$ cat src/rtl/strobe_multiplier_pkg.sv
// strobe_multiplier_pkg: shared types and constants for the PLL strobe chain.
// Generator state and divider timing helpers.
package strobe_multiplier_pkg;

    typedef enum logic {
        IDLE = 1'b0,
        RUN  = 1'b1
    } gen_state_e;

    localparam int WIDTH_DEF  = 7;
    localparam int PWIDTH_DEF = 16;

    // Serial divider produces one quotient bit per cycle.
    function automatic int div_latency(input int pwidth);
        return pwidth;
    endfunction

    // Shortest period whose division finishes and is captured in time.
    function automatic int min_period(input int pwidth);
        return div_latency(pwidth) + 2;
    endfunction

endpackage

$ cat src/rtl/strobe_multiplier_if.sv
// strobe_multiplier_if: reference strobe in, multiplied strobe out.
// Master drives strobe_in/R, slave returns strobe_out/locked.
interface strobe_multiplier_if #(
    parameter int WIDTH = 7
);

    logic             strobe_in;
    logic [WIDTH-1:0] R;
    logic             strobe_out;
    logic             locked;

    modport master (
        output strobe_in,
        output R,
        input  strobe_out,
        input  locked
    );

    modport slave (
        input  strobe_in,
        input  R,
        output strobe_out,
        output locked
    );

endinterface

$ cat src/rtl/strobe_multiplier_serial_divider.sv
// serial_divider: restoring divider, one quotient bit per cycle.
// A start while busy abandons the running division.
module serial_divider
    import strobe_multiplier_pkg::*;
#(
    parameter int PWIDTH = PWIDTH_DEF,
    parameter int WIDTH  = WIDTH_DEF
) (
    input  logic              clock,
    input  logic              reset_n,
    input  logic              start,
    input  logic [PWIDTH-1:0] dividend,
    input  logic [WIDTH-1:0]  divisor,
    output logic              busy,
    output logic              done,
    output logic [PWIDTH-1:0] quotient,
    output logic [WIDTH-1:0]  remainder
);

    localparam int CW = $clog2(PWIDTH + 1);
    localparam logic [CW-1:0] LAT = CW'(div_latency(PWIDTH));

    logic [PWIDTH-1:0] acc_q, acc_d;
    logic [WIDTH-1:0]  rem_q, rem_d;
    logic [WIDTH-1:0]  dvs_q, dvs_d;
    logic [CW-1:0]     cnt_q, cnt_d;
    logic              busy_q, busy_d;
    logic              done_q, done_d;
    logic [PWIDTH-1:0] quo_q, quo_d;
    logic [WIDTH-1:0]  rmd_q, rmd_d;

    logic [WIDTH:0]    trial;
    logic [WIDTH:0]    diff;
    logic              ge;

    assign trial = {rem_q, acc_q[PWIDTH-1]};
    assign diff  = trial - {1'b0, dvs_q};
    assign ge    = (trial >= {1'b0, dvs_q});

    // One restoring step per busy cycle; latch result on the last step.
    always_comb begin
        acc_d  = acc_q;
        rem_d  = rem_q;
        dvs_d  = dvs_q;
        cnt_d  = cnt_q;
        busy_d = busy_q;
        done_d = 1'b0;
        quo_d  = quo_q;
        rmd_d  = rmd_q;
        if (start) begin
            acc_d  = dividend;
            rem_d  = '0;
            dvs_d  = divisor;
            cnt_d  = LAT;
            busy_d = 1'b1;
        end else if (busy_q) begin
            acc_d = {acc_q[PWIDTH-2:0], ge};
            rem_d = ge ? diff[WIDTH-1:0] : trial[WIDTH-1:0];
            cnt_d = cnt_q - CW'(1);
            if (cnt_q == CW'(1)) begin
                busy_d = 1'b0;
                done_d = 1'b1;
                quo_d  = acc_d;
                rmd_d  = rem_d;
            end
        end
    end

    // Divider state registers with synchronous clear.
    always_ff @(posedge clock) begin
        if (!reset_n) begin
            acc_q  <= '0;
            rem_q  <= '0;
            dvs_q  <= '0;
            cnt_q  <= '0;
            busy_q <= 1'b0;
            done_q <= 1'b0;
            quo_q  <= '0;
            rmd_q  <= '0;
        end else begin
            acc_q  <= acc_d;
            rem_q  <= rem_d;
            dvs_q  <= dvs_d;
            cnt_q  <= cnt_d;
            busy_q <= busy_d;
            done_q <= done_d;
            quo_q  <= quo_d;
            rmd_q  <= rmd_d;
        end
    end

    assign busy      = busy_q;
    assign done      = done_q;
    assign quotient  = quo_q;
    assign remainder = rmd_q;

endmodule

$ cat src/rtl/strobe_multiplier.sv
// strobe_multiplier: emits R evenly spaced strobes per strobe_in.
// Spacing comes from the previous measured period, Bresenham-spread.
module strobe_multiplier
    import strobe_multiplier_pkg::*;
#(
    parameter int WIDTH  = WIDTH_DEF,
    parameter int PWIDTH = PWIDTH_DEF
) (
    input  logic               clock,
    input  logic               reset_n,
    strobe_multiplier_if.slave sm
);

    localparam logic [PWIDTH-1:0] MIN_P = PWIDTH'(min_period(PWIDTH));

    // Period measurement and division result.
    logic [PWIDTH-1:0] pcnt_q, pcnt_d;
    logic              seen_q, seen_d;
    logic              pend_ok_q, pend_ok_d;
    logic [WIDTH-1:0]  pend_r_q, pend_r_d;
    logic [PWIDTH-1:0] res_quo_q, res_quo_d;
    logic [WIDTH-1:0]  res_rem_q, res_rem_d;
    logic [WIDTH-1:0]  res_r_q, res_r_d;
    logic              res_ok_q, res_ok_d;

    // Generator.
    gen_state_e        state_q, state_d;
    logic [PWIDTH-1:0] icnt_q, icnt_d;
    logic [WIDTH-1:0]  err_q, err_d;
    logic [WIDTH-1:0]  gcnt_q, gcnt_d;
    logic [PWIDTH-1:0] gq_q, gq_d;
    logic [WIDTH-1:0]  gm_q, gm_d;
    logic [WIDTH-1:0]  gr_q, gr_d;
    logic              strobe_q, strobe_d;
    logic              locked_q, locked_d;

    logic              strobe;
    logic              r_zero;
    logic              pcnt_sat;
    logic [PWIDTH-1:0] period;
    logic              meas_ok;

    logic              div_busy;
    logic              div_done;
    logic [PWIDTH-1:0] div_quo;
    logic [WIDTH-1:0]  div_rem;

    logic [WIDTH-1:0]  b_err;
    logic [PWIDTH-1:0] b_q;
    logic [WIDTH-1:0]  b_m;
    logic [WIDTH-1:0]  b_r;
    logic [WIDTH:0]    b_sum;
    logic [WIDTH:0]    b_diff;
    logic              b_wrap;
    logic [PWIDTH-1:0] b_ivl;
    logic [WIDTH-1:0]  b_err_nx;

    assign strobe   = sm.strobe_in;
    assign r_zero   = (sm.R == '0);
    assign pcnt_sat = &pcnt_q;
    assign period   = pcnt_q + PWIDTH'(1);
    assign meas_ok  = seen_q && !pcnt_sat && (period >= MIN_P) && !r_zero;

    serial_divider #(
        .PWIDTH (PWIDTH),
        .WIDTH  (WIDTH)
    ) u_div (
        .clock     (clock),
        .reset_n   (reset_n),
        .start     (strobe),
        .dividend  (period),
        .divisor   (sm.R),
        .busy      (div_busy),
        .done      (div_done),
        .quotient  (div_quo),
        .remainder (div_rem)
    );

    // Measure periods, tag each division, capture finished results.
    always_comb begin
        pcnt_d    = pcnt_q;
        seen_d    = seen_q;
        pend_ok_d = pend_ok_q;
        pend_r_d  = pend_r_q;
        res_quo_d = res_quo_q;
        res_rem_d = res_rem_q;
        res_r_d   = res_r_q;
        res_ok_d  = res_ok_q;
        if (strobe) begin
            pcnt_d    = '0;
            seen_d    = 1'b1;
            pend_ok_d = meas_ok;
            pend_r_d  = sm.R;
            res_ok_d  = 1'b0;
        end else begin
            if (!pcnt_sat) begin
                pcnt_d = pcnt_q + PWIDTH'(1);
            end
            if (div_done && !div_busy) begin
                res_quo_d = div_quo;
                res_rem_d = div_rem;
                res_r_d   = pend_r_q;
                res_ok_d  = pend_ok_q && (div_quo != '0);
            end
        end
    end

    // Next interval and error term, from fresh result on reload.
    always_comb begin
        b_err    = strobe ? '0 : err_q;
        b_q      = strobe ? res_quo_q : gq_q;
        b_m      = strobe ? res_rem_q : gm_q;
        b_r      = strobe ? res_r_q : gr_q;
        b_sum    = {1'b0, b_err} + {1'b0, b_m};
        b_diff   = b_sum - {1'b0, b_r};
        b_wrap   = (b_sum >= {1'b0, b_r});
        b_ivl    = b_q + PWIDTH'(b_wrap);
        b_err_nx = b_wrap ? b_diff[WIDTH-1:0] : b_sum[WIDTH-1:0];
    end

    // Generator FSM: strobe_in reloads, RUN counts out R-1 strobes.
    always_comb begin
        state_d  = state_q;
        icnt_d   = icnt_q;
        err_d    = err_q;
        gcnt_d   = gcnt_q;
        gq_d     = gq_q;
        gm_d     = gm_q;
        gr_d     = gr_q;
        strobe_d = 1'b0;
        locked_d = locked_q;
        if (strobe) begin
            strobe_d = !r_zero;
            locked_d = res_ok_q;
            gq_d     = res_quo_q;
            gm_d     = res_rem_q;
            gr_d     = res_r_q;
            gcnt_d   = '0;
            icnt_d   = b_ivl;
            err_d    = b_err_nx;
            if (res_ok_q && !r_zero && (res_r_q > WIDTH'(1))) begin
                state_d = RUN;
            end else begin
                state_d = IDLE;
            end
        end else begin
            unique case (state_q)
                IDLE: begin
                end
                RUN: begin
                    if (icnt_q == PWIDTH'(1)) begin
                        strobe_d = 1'b1;
                        gcnt_d   = gcnt_q + WIDTH'(1);
                        icnt_d   = b_ivl;
                        err_d    = b_err_nx;
                        if (gcnt_d == gr_q - WIDTH'(1)) begin
                            state_d = IDLE;
                        end
                    end else begin
                        icnt_d = icnt_q - PWIDTH'(1);
                    end
                end
            endcase
        end
    end

    // Measurement and result registers with synchronous clear.
    always_ff @(posedge clock) begin
        if (!reset_n) begin
            pcnt_q    <= '0;
            seen_q    <= 1'b0;
            pend_ok_q <= 1'b0;
            pend_r_q  <= '0;
            res_quo_q <= '0;
            res_rem_q <= '0;
            res_r_q   <= '0;
            res_ok_q  <= 1'b0;
        end else begin
            pcnt_q    <= pcnt_d;
            seen_q    <= seen_d;
            pend_ok_q <= pend_ok_d;
            pend_r_q  <= pend_r_d;
            res_quo_q <= res_quo_d;
            res_rem_q <= res_rem_d;
            res_r_q   <= res_r_d;
            res_ok_q  <= res_ok_d;
        end
    end

    // Generator registers with synchronous clear.
    always_ff @(posedge clock) begin
        if (!reset_n) begin
            state_q  <= IDLE;
            icnt_q   <= '0;
            err_q    <= '0;
            gcnt_q   <= '0;
            gq_q     <= '0;
            gm_q     <= '0;
            gr_q     <= '0;
            strobe_q <= 1'b0;
            locked_q <= 1'b0;
        end else begin
            state_q  <= state_d;
            icnt_q   <= icnt_d;
            err_q    <= err_d;
            gcnt_q   <= gcnt_d;
            gq_q     <= gq_d;
            gm_q     <= gm_d;
            gr_q     <= gr_d;
            strobe_q <= strobe_d;
            locked_q <= locked_d;
        end
    end

    assign sm.strobe_out = strobe_q;
    assign sm.locked     = locked_q;

endmodule
$ cat src/flat_wrapper.sv
// flat-port wrapper written by rule: the top's interface ports become plain ports
module strobe_multiplier_flat import strobe_multiplier_pkg::*;
#(
    parameter int WIDTH  = WIDTH_DEF,
    parameter int PWIDTH = PWIDTH_DEF
)
  (clock, reset_n, sm_strobe_in, sm_R, sm_strobe_out, sm_locked);
  strobe_multiplier_if #(.WIDTH(WIDTH)) sm_i ();
  input  logic clock;
  input  logic reset_n;
  input wire logic [$bits(sm_i.strobe_in)-1:0] sm_strobe_in;
  input wire logic [$bits(sm_i.R)-1:0] sm_R;
  output wire logic [$bits(sm_i.strobe_out)-1:0] sm_strobe_out;
  output wire logic [$bits(sm_i.locked)-1:0] sm_locked;
  assign sm_i.strobe_in = sm_strobe_in;
  assign sm_i.R = sm_R;
  assign sm_strobe_out = sm_i.strobe_out;
  assign sm_locked = sm_i.locked;
  strobe_multiplier #(.WIDTH(WIDTH), .PWIDTH(PWIDTH)) u_core (.clock(clock), .reset_n(reset_n), .sm(sm_i));
endmodule
$ cat config.mk
export PLATFORM = sky130hd
export DESIGN_NAME = strobe_multiplier_flat
export DESIGN_NICKNAME = d
export VERILOG_FILES = /design/src/rtl/strobe_multiplier_pkg.sv /design/src/rtl/strobe_multiplier_if.sv /design/src/rtl/strobe_multiplier_serial_divider.sv /design/src/rtl/strobe_multiplier.sv /design/src/flat_wrapper.sv
export SDC_FILE = /design/constraint.sdc
export NUM_CORES = 1
export LEC_CHECK = 0
export ABC_AREA = 1
export BUFFER_PORTS_ARGS = -buffer_cell sky130_fd_sc_hd__buf_2
export CAP_MARGIN = 40
export CORE_MARGIN = 5
export CORE_UTILIZATION = 60
export DETAILED_ROUTE_END_ITERATION = 16
export HOLD_SLACK_MARGIN = 0.05
export PLACE_DENSITY = 0.76
export SLEW_MARGIN = 20
export SYNTH_ARGS = -nofsm -noshare
export SYNTH_HDL_FRONTEND = slang
export SYNTH_HIERARCHICAL = 1
export SYNTH_SLANG_ARGS = --single-unit
export TNS_END_PERCENT = 20
$ cat constraint.sdc
create_clock -name clock -period 4.9 [get_ports clock]
set_clock_uncertainty 0.05 [all_clocks]
set_input_delay 0.245 -clock clock [delete_from_list [all_inputs] [get_ports clock]]
set_output_delay 0.245 -clock clock [all_outputs]
set_load 0.02 [all_outputs]
==> flow_summary_export.csv, run 1 <==
group,metric,value,unit
sta,period_share,0.809,
die,fp-row-count,47,
power_and_ir_drop,max-vdd-ir-drop,293,µV
cts,root_buffer,"clkbuf_16",
drt,num_vias,9154,
sta,maxSlewHeadroom,0.480,
cts,clk-insertion-delay-late,0.43,ns
logic_synthesis,synth_seq_area_share,0.363,
logic_synthesis,ys.flop_type,"dfxtp_1",
drt,drtIter0Drc,693,
grt,grt_pass1_wl,40100,µm
logic_synthesis,ys_async_sr_fraction,0,
cts,hold_buffers,6,
cells_and_area,final_cells,1696,
setup_path,worstSetupPathType,"in -> reg",
logic_synthesis,syn_inst,1468,
sta,worst_pin_slew,0.779,ns
cts,post_cts_buffers,0,
grt,grt_max_degree,80,
hold_path,min_from,"sm_R[4]",
cts,clockBufferDepth,2,
logic_synthesis,synth-xor-area-share,0.0222,
grt,grt_pass1_vias,8470,
sta,min_period,3.97,ns
outcome,status,"completed",
setup_path,ff2ff_path_depth,25,
logic_synthesis,synth_area,9880,µm²
power_and_ir_drop,p_leak,4.92,nW
die,dieArea,19100,µm²
drt,via_per_inst,5.40,
placed_design,placed_cells,1657,
cells_and_area,fin_nets,1507,
die,start_util,0.605,
cts,cts.sinks,179,
cells_and_area,nFillCells,1525,
hold_path,min_path_cells,3,
setup_path,r2r_setup_slack,0.95,ns
placed_design,post-dp-hpwl,17200,µm
logic_synthesis,synthMuxAreaShare,0,
drt,wl_per_cell,14.1,µm
die,pin_count,12,
sta,rsz0062_at_grt,"no",
cts,clkTransAtPathRegs,0.07,ns
cts,htree_levels,4,
logic_synthesis,ys_warn_count,6,
placed_design,place_congestion,0.902,
setup_path,reg2reg_from,"u_core/res_rem_q[0]",
setup_path,cp.required,5.14,ns
grt,grt-ovfl-total,0,
cells_and_area,drive_gt1_frac,0.0772,
logic_synthesis,synth-edff-count,0,
setup_path,end_kind,"flip-flop",
power_and_ir_drop,p_total,0.00330,W
setup_path,cp_slowest_stage_delay,0.43,ns
cells_and_area,fin_util,0.652,
hold_path,hold_class,"in -> reg",
grt,grtUsageTotal,0.251,
setup_path,crit_top_cell,"nand2_1",
sta,setup-violations-final,0,
grt,antenna_found_initial,0,
cells_and_area,areaGrowthSynthToFinish,7.86,%
drt,ant_nets,0,
cells_and_area,final_cell_area,10700,µm²
placed_design,io_buffers,11,
cts,tritoncts,"built",
power_and_ir_drop,p_per_area,310,nW/µm²
cts,numCtsBuffers,17,
logic_synthesis,synth_top_family_by_area,"simple AND/OR/NAND/NOR gates",
die,core,16300,µm²
setup_path,slowest_stage,"fa_1",
hold_path,whs_endpoint,"u_core/pend_r_q[4]",
drt,drtPass1Iterations,5,
logic_synthesis,synthAdderAreaFrac,0.0453,
setup_path,arrival,4.20,ns
flow_run,max-cap-violations,0,
sta,fmax,252,MHz
logic_synthesis,synth_compound_area_frac,0.144,
drt,drt-total-wl,23900,µm
logic_synthesis,synth-simple-area-share,0.319,
cts,cts_resized,0,
cells_and_area,diodes,0,
setup_path,cp-start-kind,"primary input",
logic_synthesis,avgSynthCellArea,6.73,µm²
drt,drc,0,
sta,slew_violations,0,
logic_synthesis,ys_types,53,
setup_path,cp_max_fo,17,
logic_synthesis,ys_ff_latch,179,
die,die_y,138,µm
setup_path,r2r-end,"u_core/icnt_q[14]",
sta,finalHoldViolCount,0,
placed_design,placed_area,10000,µm²
sta,finalSetupTns,0,ns
logic_synthesis,syn_nets,1512,
die,die_w,138,µm
[per-layer routing]
layer | vias to the layer above | GRT usage | wire [µm]
met5 | - | 0 | 0
met3 | 54 | 0.0397 | 1060
met1 | 4120 | 0.321 | 10600
li1 | 4729 | - | -
met4 | 0 | 0.100 | 694
met2 | 251 | 0.425 | 11500
[power breakdown]
part           leakage, nW  switching [W]  internal, W  total, W
Sequential            1.45      0.0000304      0.00149   0.00152
Clock                0.290       0.000611     0.000750   0.00136
Combinational         3.18       0.000282     0.000139  0.000421
Total                 4.92       0.000923      0.00238   0.00330
[cell usage in the layout (no fill, tap or decap), types with 4 or more instances in the layout]
master	synthesis	layout
clkbuf_16	0	17
nand2_1	366	366
nor3_1	5	5
ha_1	31	31
nand2_4	4	4
o21ai_2	15	15
inv_8	1	5
a21oi_1	99	99
nand4_1	29	29
xnor2_1	9	9
nand2_2	11	11
nor2_1	159	159
nand3_1	118	118
o21ai_1	6	6
a31oi_1	7	7
o21ai_0	99	99
inv_6	0	4
buf_2	13	11
a211oi_1	4	4
dfxtp_1	179	179
nor4_1	5	5
xor2_1	16	16
inv_1	192	192
dlygate4sd3_1	0	6
inv_2	7	7
nor2_4	7	7
buf_4	5	10
a22oi_1	10	10
[worst max path at each step]
stage	start	end	slack (ns)	depth (start not counted)
CTS	u_core/res_rem_q[0]	u_core/icnt_q[14]	0.93	25
floorplan	sm_strobe_in	u_core/icnt_q[14]	0.91	29
global route	sm_strobe_in	u_core/icnt_q[14]	0.58	29
detailed placement	sm_strobe_in	u_core/icnt_q[14]	0.49	27
finish	sm_strobe_in	u_core/icnt_q[14]	0.93	27
global placement	sm_strobe_in	u_core/icnt_q[14]	0.64	27
[cells in the mapped netlist (all sizes together) (6+ instances only)]
cell	count	area, µm²
inv	200	758
nor2	170	714
buf	27	190
nand2	381	1490
nor3	7	45.0
o21ai	121	673
clkbuf	24	90.1
xnor2	9	78.8
nand3	122	638
a22oi	10	75.1
xor2	16	140
nor4	6	43.8
dfxtp	179	3580
ha	31	388
nand4	29	181
a21oi	102	529
a31oi	7	43.8
[through the flow]
stage	worst slack, ns	hold slack (ns)
after detailed placement	0.489	0.383
final	0.934	0.159
after floorplan	0.912	0.330
after CTS	0.934	0.116
after global routing	0.578	0.155
after global placement	0.637	0.378
[critical path: cells and delay by family]
kind                       cells  cell delay [ns]
and+or+nand+nor               15             1.47
AOI/OAI and AO/OA              2             0.27
adders and majority gates      5             1.53
buffers and inverters          5             0.66
[kinds of logic (layout without fill, tap and decap cells)]
| family | after synthesis | after routing |
|---|---|---|
| compound gates | 253 | 253 |
| xor+xnor | 25 | 25 |
| fa+ha+maj | 34 | 34 |
| buf+inv | 255 | 263 |
| flops | 179 | 179 |
| simple gates | 722 | 722 |
[state kept, by name, indices dropped and copies added (netlist names), 5 cells and up]
| register | cells |
|---|---|
| u_core/u_div/quotient | 16 |
| u_core/gr_q | 7 |
| u_core/gq_q | 16 |
| u_core/icnt_q | 16 |
| u_core/u_div/acc_q | 16 |
| u_core/gcnt_q | 7 |
| u_core/u_div/cnt_q | 5 |
| u_core/u_div/remainder | 7 |
| u_core/u_div/rem_q | 7 |
| u_core/res_quo_q | 16 |
| u_core/pcnt_q | 16 |
| u_core/res_rem_q | 7 |
| u_core/gm_q | 7 |
| u_core/u_div/dvs_q | 7 |
| u_core/err_q | 7 |
| u_core/res_r_q | 7 |
| u_core/pend_r_q | 7 |
[layout make-up]
class                      instances  area [µm²]  area share
tap                              220         275      0.0258
timing repair buffer              27         190      0.0178
multi-input combinational       1034        5250       0.492
clock buffer                      20         457      0.0428
clock inverter                    12         135      0.0127
inverter                         204         774      0.0726
sequential                       179        3580       0.336
Note: power is estimated with default switching activity, not from simulation.
==> inputs of run 2 (changes only) <==
--- a/config.mk
+++ b/config.mk
@@ -9,10 +9,10 @@
 export BUFFER_PORTS_ARGS = -buffer_cell sky130_fd_sc_hd__buf_2
 export CAP_MARGIN = 40
 export CORE_MARGIN = 5
-export CORE_UTILIZATION = 60
+export CORE_UTILIZATION = 58
 export DETAILED_ROUTE_END_ITERATION = 16
 export HOLD_SLACK_MARGIN = 0.05
-export PLACE_DENSITY = 0.76
+export PLACE_DENSITY = 0.77
 export SLEW_MARGIN = 20
 export SYNTH_ARGS = -nofsm -noshare
 export SYNTH_HDL_FRONTEND = slang
==> constraint.sdc (replaced) <==
create_clock -name clock -period 3.5 [get_ports clock]
set_clock_uncertainty 0.05 [all_clocks]
set_input_delay 0.175 -clock clock [delete_from_list [all_inputs] [get_ports clock]]
set_output_delay 0.175 -clock clock [all_outputs]
set_load 0.02 [all_outputs]
==> run 2 against run 1 <==
Final cell count up 0.71%. Critical endpoint is now u_core/icnt_q[12]. First-iteration DRC count down 7.8%. Global-route usage down 0.48 points. Largest cell class unchanged. Critical path type is now reg -> reg. Non-clock buffer count up 12. Register-to-register slack worse by 0.71 ns. Cell area up 2.5%.
==> flow_summary_export.csv, run 2 (synthesis gave the netlist of run 1 again) <==
group,metric,value,unit
power_and_ir_drop,p_leak,4.99,nW
cells_and_area,diodes,0,
setup_path,r2r_setup_slack,0.24,ns
hold_path,min_path_cells,4,
hold_path,hold_class,"in -> reg",
setup_path,reg2reg_from,"u_core/res_rem_q[2]",
cts,htree_levels,4,
cts,root_buffer,"clkbuf_16",
cells_and_area,final_common_cell,"nand2_1",
setup_path,cp_max_fo,5,
outcome,status,"completed",
cells_and_area,layout_common_cells,"364 x nand2_1, 191 x inv_1, 178 x dfxtp_1",
drt,drt-total-wl,23900,µm
placed_design,place_congestion,0.906,
flow_run,max-cap-violations,0,
cells_and_area,final_cells,1708,
sta,min_period,3.26,ns
drt,via_per_inst,5.40,
setup_path,r2r-end,"u_core/icnt_q[12]",
power_and_ir_drop,max-vdd-ir-drop,431,µV
sta,worst_pin_slew,0.730,ns
drt,drtIter0Drc,639,
setup_path,arrival,3.52,ns
cts,clockBufferDepth,2,
drt,drtPass1Iterations,5,
setup_path,end_kind,"flip-flop",
drt,drc,0,
sta,period_share,0.930,
die,core,16600,µm²
cells_and_area,final_cell_area,10900,µm²
grt,grt_max_degree,60,
grt,grt_pass1_wl,40300,µm
cts,clkTransAtPathRegs,0.07,ns
sta,fmax,307,MHz
setup_path,worstSetupPathType,"reg -> reg",
grt,grt_pass1_vias,8528,
setup_path,cp.required,3.77,ns
hold_path,min_from,"sm_strobe_in",
sta,maxSlewHeadroom,0.513,
die,pin_count,12,
cells_and_area,areaGrowthSynthToFinish,10.5,%
grt,grtUsageTotal,0.246,
placed_design,placed_cells,1669,
sta,finalHoldViolCount,0,
drt,num_vias,9221,
cts,cts.sinks,179,
cts,post_cts_buffers,0,
cells_and_area,drive_gt1_frac,0.0981,
cts,clk-insertion-delay-late,0.43,ns
die,dieArea,19800,µm²
drt,ant_nets,0,
cells_and_area,fin_nets,1519,
die,die_w,141,µm
cts,numCtsBuffers,17,
die,die_y,141,µm
placed_design,io_buffers,11,
hold_path,whs_endpoint,"u_core/seen_q",
power_and_ir_drop,p_per_area,427,nW/µm²
setup_path,ff2ff_path_depth,25,
setup_path,cp-start-kind,"flip-flop",
placed_design,post-dp-hpwl,17400,µm
placed_design,placed_area,10200,µm²
grt,antenna_found_initial,0,
die,fp-row-count,47,
sta,slew_violations,0,
drt,wl_per_cell,14.0,µm
cts,tritoncts,"built",
grt,grt-ovfl-total,0,
sta,setup-violations-final,0,
die,start_util,0.594,
[run 2: worst max-delay path by stage]
stage                     cells past startpoint                end           startpoint  slack [ns]
final                                        25  u_core/icnt_q[12]  u_core/res_rem_q[2]        0.24
after floorplan                              27  u_core/icnt_q[12]         sm_strobe_in        0.01
after CTS                                    25  u_core/icnt_q[12]      u_core/err_q[2]        0.20
after global routing                         24   u_core/icnt_q[8]  u_core/res_rem_q[2]       -0.01
after global placement                       29  u_core/icnt_q[12]         sm_strobe_in        0.12
after detailed placement                     29  u_core/icnt_q[12]         sm_strobe_in        0.05
[run 2: metal layers]
layer	up-vias	wire, µm	global-route usage
met5	-	0	0
met4	0	740	0.102
met3	55	934	0.0412
met2	220	11300	0.404
met1	4214	10900	0.322
li1	4732	-	-
[run 2: where the power goes]
| group | total (W) | internal (W) | switching (W) |
|---|---|---|---|
| clock | 0.00191 | 0.00109 | 0.000829 |
| combinational | 0.000615 | 0.000215 | 0.000400 |
| sequential | 0.00213 | 0.00209 | 0.0000449 |
[run 2: cell type report]
type	count	area, µm²
fill	1472	5720
multi-input combinational	1034	5400
sequential	179	3580
inverter	204	774
clock buffer	19	443
timing repair buffer	39	295
tap	220	275
clock inverter	13	154
[run 2: critical path, stage by stage (launching register included)]
cell and delay (ns):
dfxtp_2 0.36, nand2_1 0.08, nand2_1 0.11, ha_4 0.22, a21oi_1 0.12, nand2_1 0.12, xnor2_2 0.17, inv_1 0.11
ha_4 0.30, nand2_1 0.07, inv_1 0.11, nand3_4 0.09, nand3_2 0.09, nand2_2 0.07, nand3_4 0.09, ha_4 0.16
ha_4 0.14, nand2_2 0.07, nor2_4 0.14, nand2_4 0.08, nor2_4 0.10, nand2_1 0.06, nand2_1 0.06, nand2_1 0.05
nand2_1 0.07, a21oi_2 0.06
[run 2: repair_timing]
action	in CTS	in global routing
resized for setup	0	11
hold buffers	7	0
hold endpoints to repair	14	0
setup endpoints to repair	0	4
[run 2: stage by stage]
stage | power, W | hold slack (ns) | utilization | setup TNS, ns | worst slack, ns
2_1_floorplan | 0.00264 | 0.260 | - | 0 | 0.0133
4_1_cts | 0.00469 | 0.119 | 0.654 | 0 | 0.198
3_5_place_dp | 0.00277 | 0.392 | 0.614 | 0 | 0.0487
6_report | 0.00466 | 0.141 | 0.657 | 0 | 0.245
5_1_grt | 0.00488 | 0.151 | 0.657 | -0.0166 | -0.0140
3_3_place_gp | 0.00277 | 0.382 | 0.614 | 0 | 0.117
==> inputs of run 3 (changes only) <==
--- a/config.mk
+++ b/config.mk
@@ -8,6 +8,7 @@
 export ABC_AREA = 1
 export BUFFER_PORTS_ARGS = -buffer_cell sky130_fd_sc_hd__buf_2
 export CAP_MARGIN = 40
+export CORE_ASPECT_RATIO = 1.2
 export CORE_MARGIN = 5
 export CORE_UTILIZATION = 58
 export DETAILED_ROUTE_END_ITERATION = 16
==> run 3 against run 2 <==
Count of clock-buffer cells in the layout up 3. Combinational power down 0.7%. Sequential cell count is the same. Utilization down 0.64 points. Critical endpoint unchanged. Largest cell class unchanged. Sequential share of layout area is 0.064 points higher. Total power is 0.20% higher. Non-clock buffer count is 1 lower. Cell area is 0.13% lower. Final cell count shrank 0.29%. Via count rose by 0.35%. Largest power group unchanged. Routed wire length increased by 1.7%.
==> flow_summary_export.csv, run 3 (synthesis gave the netlist of run 1 again) <==
group,metric,value,unit
cts,clkTransAtPathRegs,0.07,ns
die,die_w,129,µm
cts,htree_levels,4,
hold_path,hold_class,"in -> reg",
setup_path,cp-start-kind,"flip-flop",
power_and_ir_drop,p_per_area,428,nW/µm²
power_and_ir_drop,max-vdd-ir-drop,393,µV
cells_and_area,drive_gt1_frac,0.104,
placed_design,post-dp-hpwl,17600,µm
drt,ant_nets,0,
power_and_ir_drop,power.net_switching,0.00125,W
grt,grt-ovfl-total,0,
power_and_ir_drop,comb_power_share,0.131,
sta,slew_violations,0,
outcome,status,"completed",
drt,wl_per_cell,14.3,µm
grt,grtUsageTotal,0.248,
power_and_ir_drop,pwr-share-seq,0.457,
cts,cts.sinks,179,
placed_design,io_buffers,11,
grt,antenna_found_initial,0,
sta,setup-violations-final,0,
setup_path,end_kind,"flip-flop",
sta,maxSlewHeadroom,0.553,
sta,finalSetupTns,0,ns
die,core,16800,µm²
cts,tritoncts,"built",
drt,num_vias,9253,
cells_and_area,layout_common_cells,"359 x nand2_1, 190 x inv_1, 176 x dfxtp_1",
cells_and_area,areaGrowthSynthToFinish,10.4,%
die,die_y,153,µm
power_and_ir_drop,switching_share,0.269,
die,fp-row-count,52,
sta,min_period,3.29,ns
setup_path,cp.required,3.77,ns
power_and_ir_drop,p_total,0.00467,W
sta,worst_pin_slew,0.670,ns
sta,holdWs,0.161,ns
flow_run,max-cap-violations,0,
drt,drt-total-wl,24300,µm
grt,grt_pass1_wl,40300,µm
setup_path,arrival,3.55,ns
die,start_util,0.589,
drt,drc,0,
power_and_ir_drop,p_leak,4.97,nW
die,pin_count,12,
drt,drtIter0Drc,572,
cells_and_area,fin_nets,1518,
setup_path,cp_max_fo,4,
drt,via_per_inst,5.43,
cts,clk-insertion-delay-late,0.43,ns
power_and_ir_drop,internal_power,0.00342,W
cts,numCtsBuffers,17,
cts,clockBufferDepth,2,
sta,fmax,304,MHz
cells_and_area,diodes,0,
grt,grt_pass1_vias,8462,
sta,finalHoldViolCount,0,
power_and_ir_drop,power_frac_clock,0.413,
cells_and_area,final_common_cell,"nand2_1",
drt,drtPass1Iterations,5,
cells_and_area,nFillCells,1545,
die,dieArea,19800,µm²
setup_path,worstSetupPathType,"reg -> reg",
sta,period_share,0.940,
placed_design,place_congestion,0.967,
grt,grt_max_degree,60,
cts,root_buffer,"clkbuf_16",
## run 3: power by group through the flow
stage                     Combinational (W)  Sequential, W  Clock, W
after floorplan                    0.000477        0.00216         0
after global placement             0.000590        0.00218         0
after detailed placement           0.000594        0.00218         0
after CTS                          0.000605        0.00213   0.00196
after global routing               0.000691        0.00214   0.00204
final                              0.000611        0.00213   0.00193
## run 3: critical path: stages, from the launching register on
cell and delay (ns):
dfxtp_2 0.32, nand2_2 0.08, nand2_1 0.06, ha_2 0.20, fa_2 0.38, nand3_2 0.10, nand3b_1 0.09, nand2_2 0.09
inv_2 0.05, ha_4 0.26, nand2_1 0.06, inv_2 0.09, nand3_4 0.08, nand3_2 0.08, nand2_2 0.07, nand3_4 0.09
ha_4 0.17, ha_4 0.15, nand2_2 0.07, nor2_4 0.14, nand2_4 0.08, nor2_4 0.12, nand2_1 0.06, nand2_1 0.06
nand2_1 0.05, nand2_1 0.07, a21oi_2 0.06
## run 3: layout make-up
| cell class | count | area, µm² | share of cell area |
|---|---|---|---|
| clock buffers | 22 | 474 | 0.0435 |
| multi-input cells | 1034 | 5410 | 0.496 |
| inverters | 204 | 774 | 0.0710 |
| flip-flops and latches | 179 | 3590 | 0.329 |
| repair buffers | 38 | 275 | 0.0252 |
| well taps | 216 | 270 | 0.0248 |
| clock inverters | 10 | 124 | 0.0114 |
## run 3: timing repair
item                                    CTS  global route
endpoints found under the setup margin    0             6
resized for setup                         0            19
buffers inserted                          0             1
hold endpoints to repair                 14             0
hold buffers                              7             0
## run 3: routing by layer
layer	share of wire	vias to the layer above	GRT usage
met5	0	-	0
met2	0.50	253	0.430
met1	0.42	4203	0.306
met4	0.036	0	0.0985
li1	-	4742	-
met3	0.043	55	0.0377
## run 3: final timing paths
path | to | depth (start not counted) | start | slack (ns)
min reg2reg | u_core/sm.locked | 2 | u_core/sm.locked | 0.39
max | u_core/icnt_q[12] | 26 | u_core/res_rem_q[0] | 0.21
max reg2reg | u_core/icnt_q[12] | 26 | u_core/res_rem_q[0] | 0.21
min | u_core/pend_r_q[6] | 3 | reset_n | 0.16
## run 3: per-stage QoR
stage               worst slack (ns)  cells  utilization  area (µm²)
detailed placement            -0.110   1663        0.607       10200
CTS                            0.127   1702        0.646       10900
floorplan                     0.0133   1468            -       10000
global route                -0.00828   1703        0.650       10900
finish                         0.211   1703        0.650       10900
global placement              0.0104   1663        0.607       10200
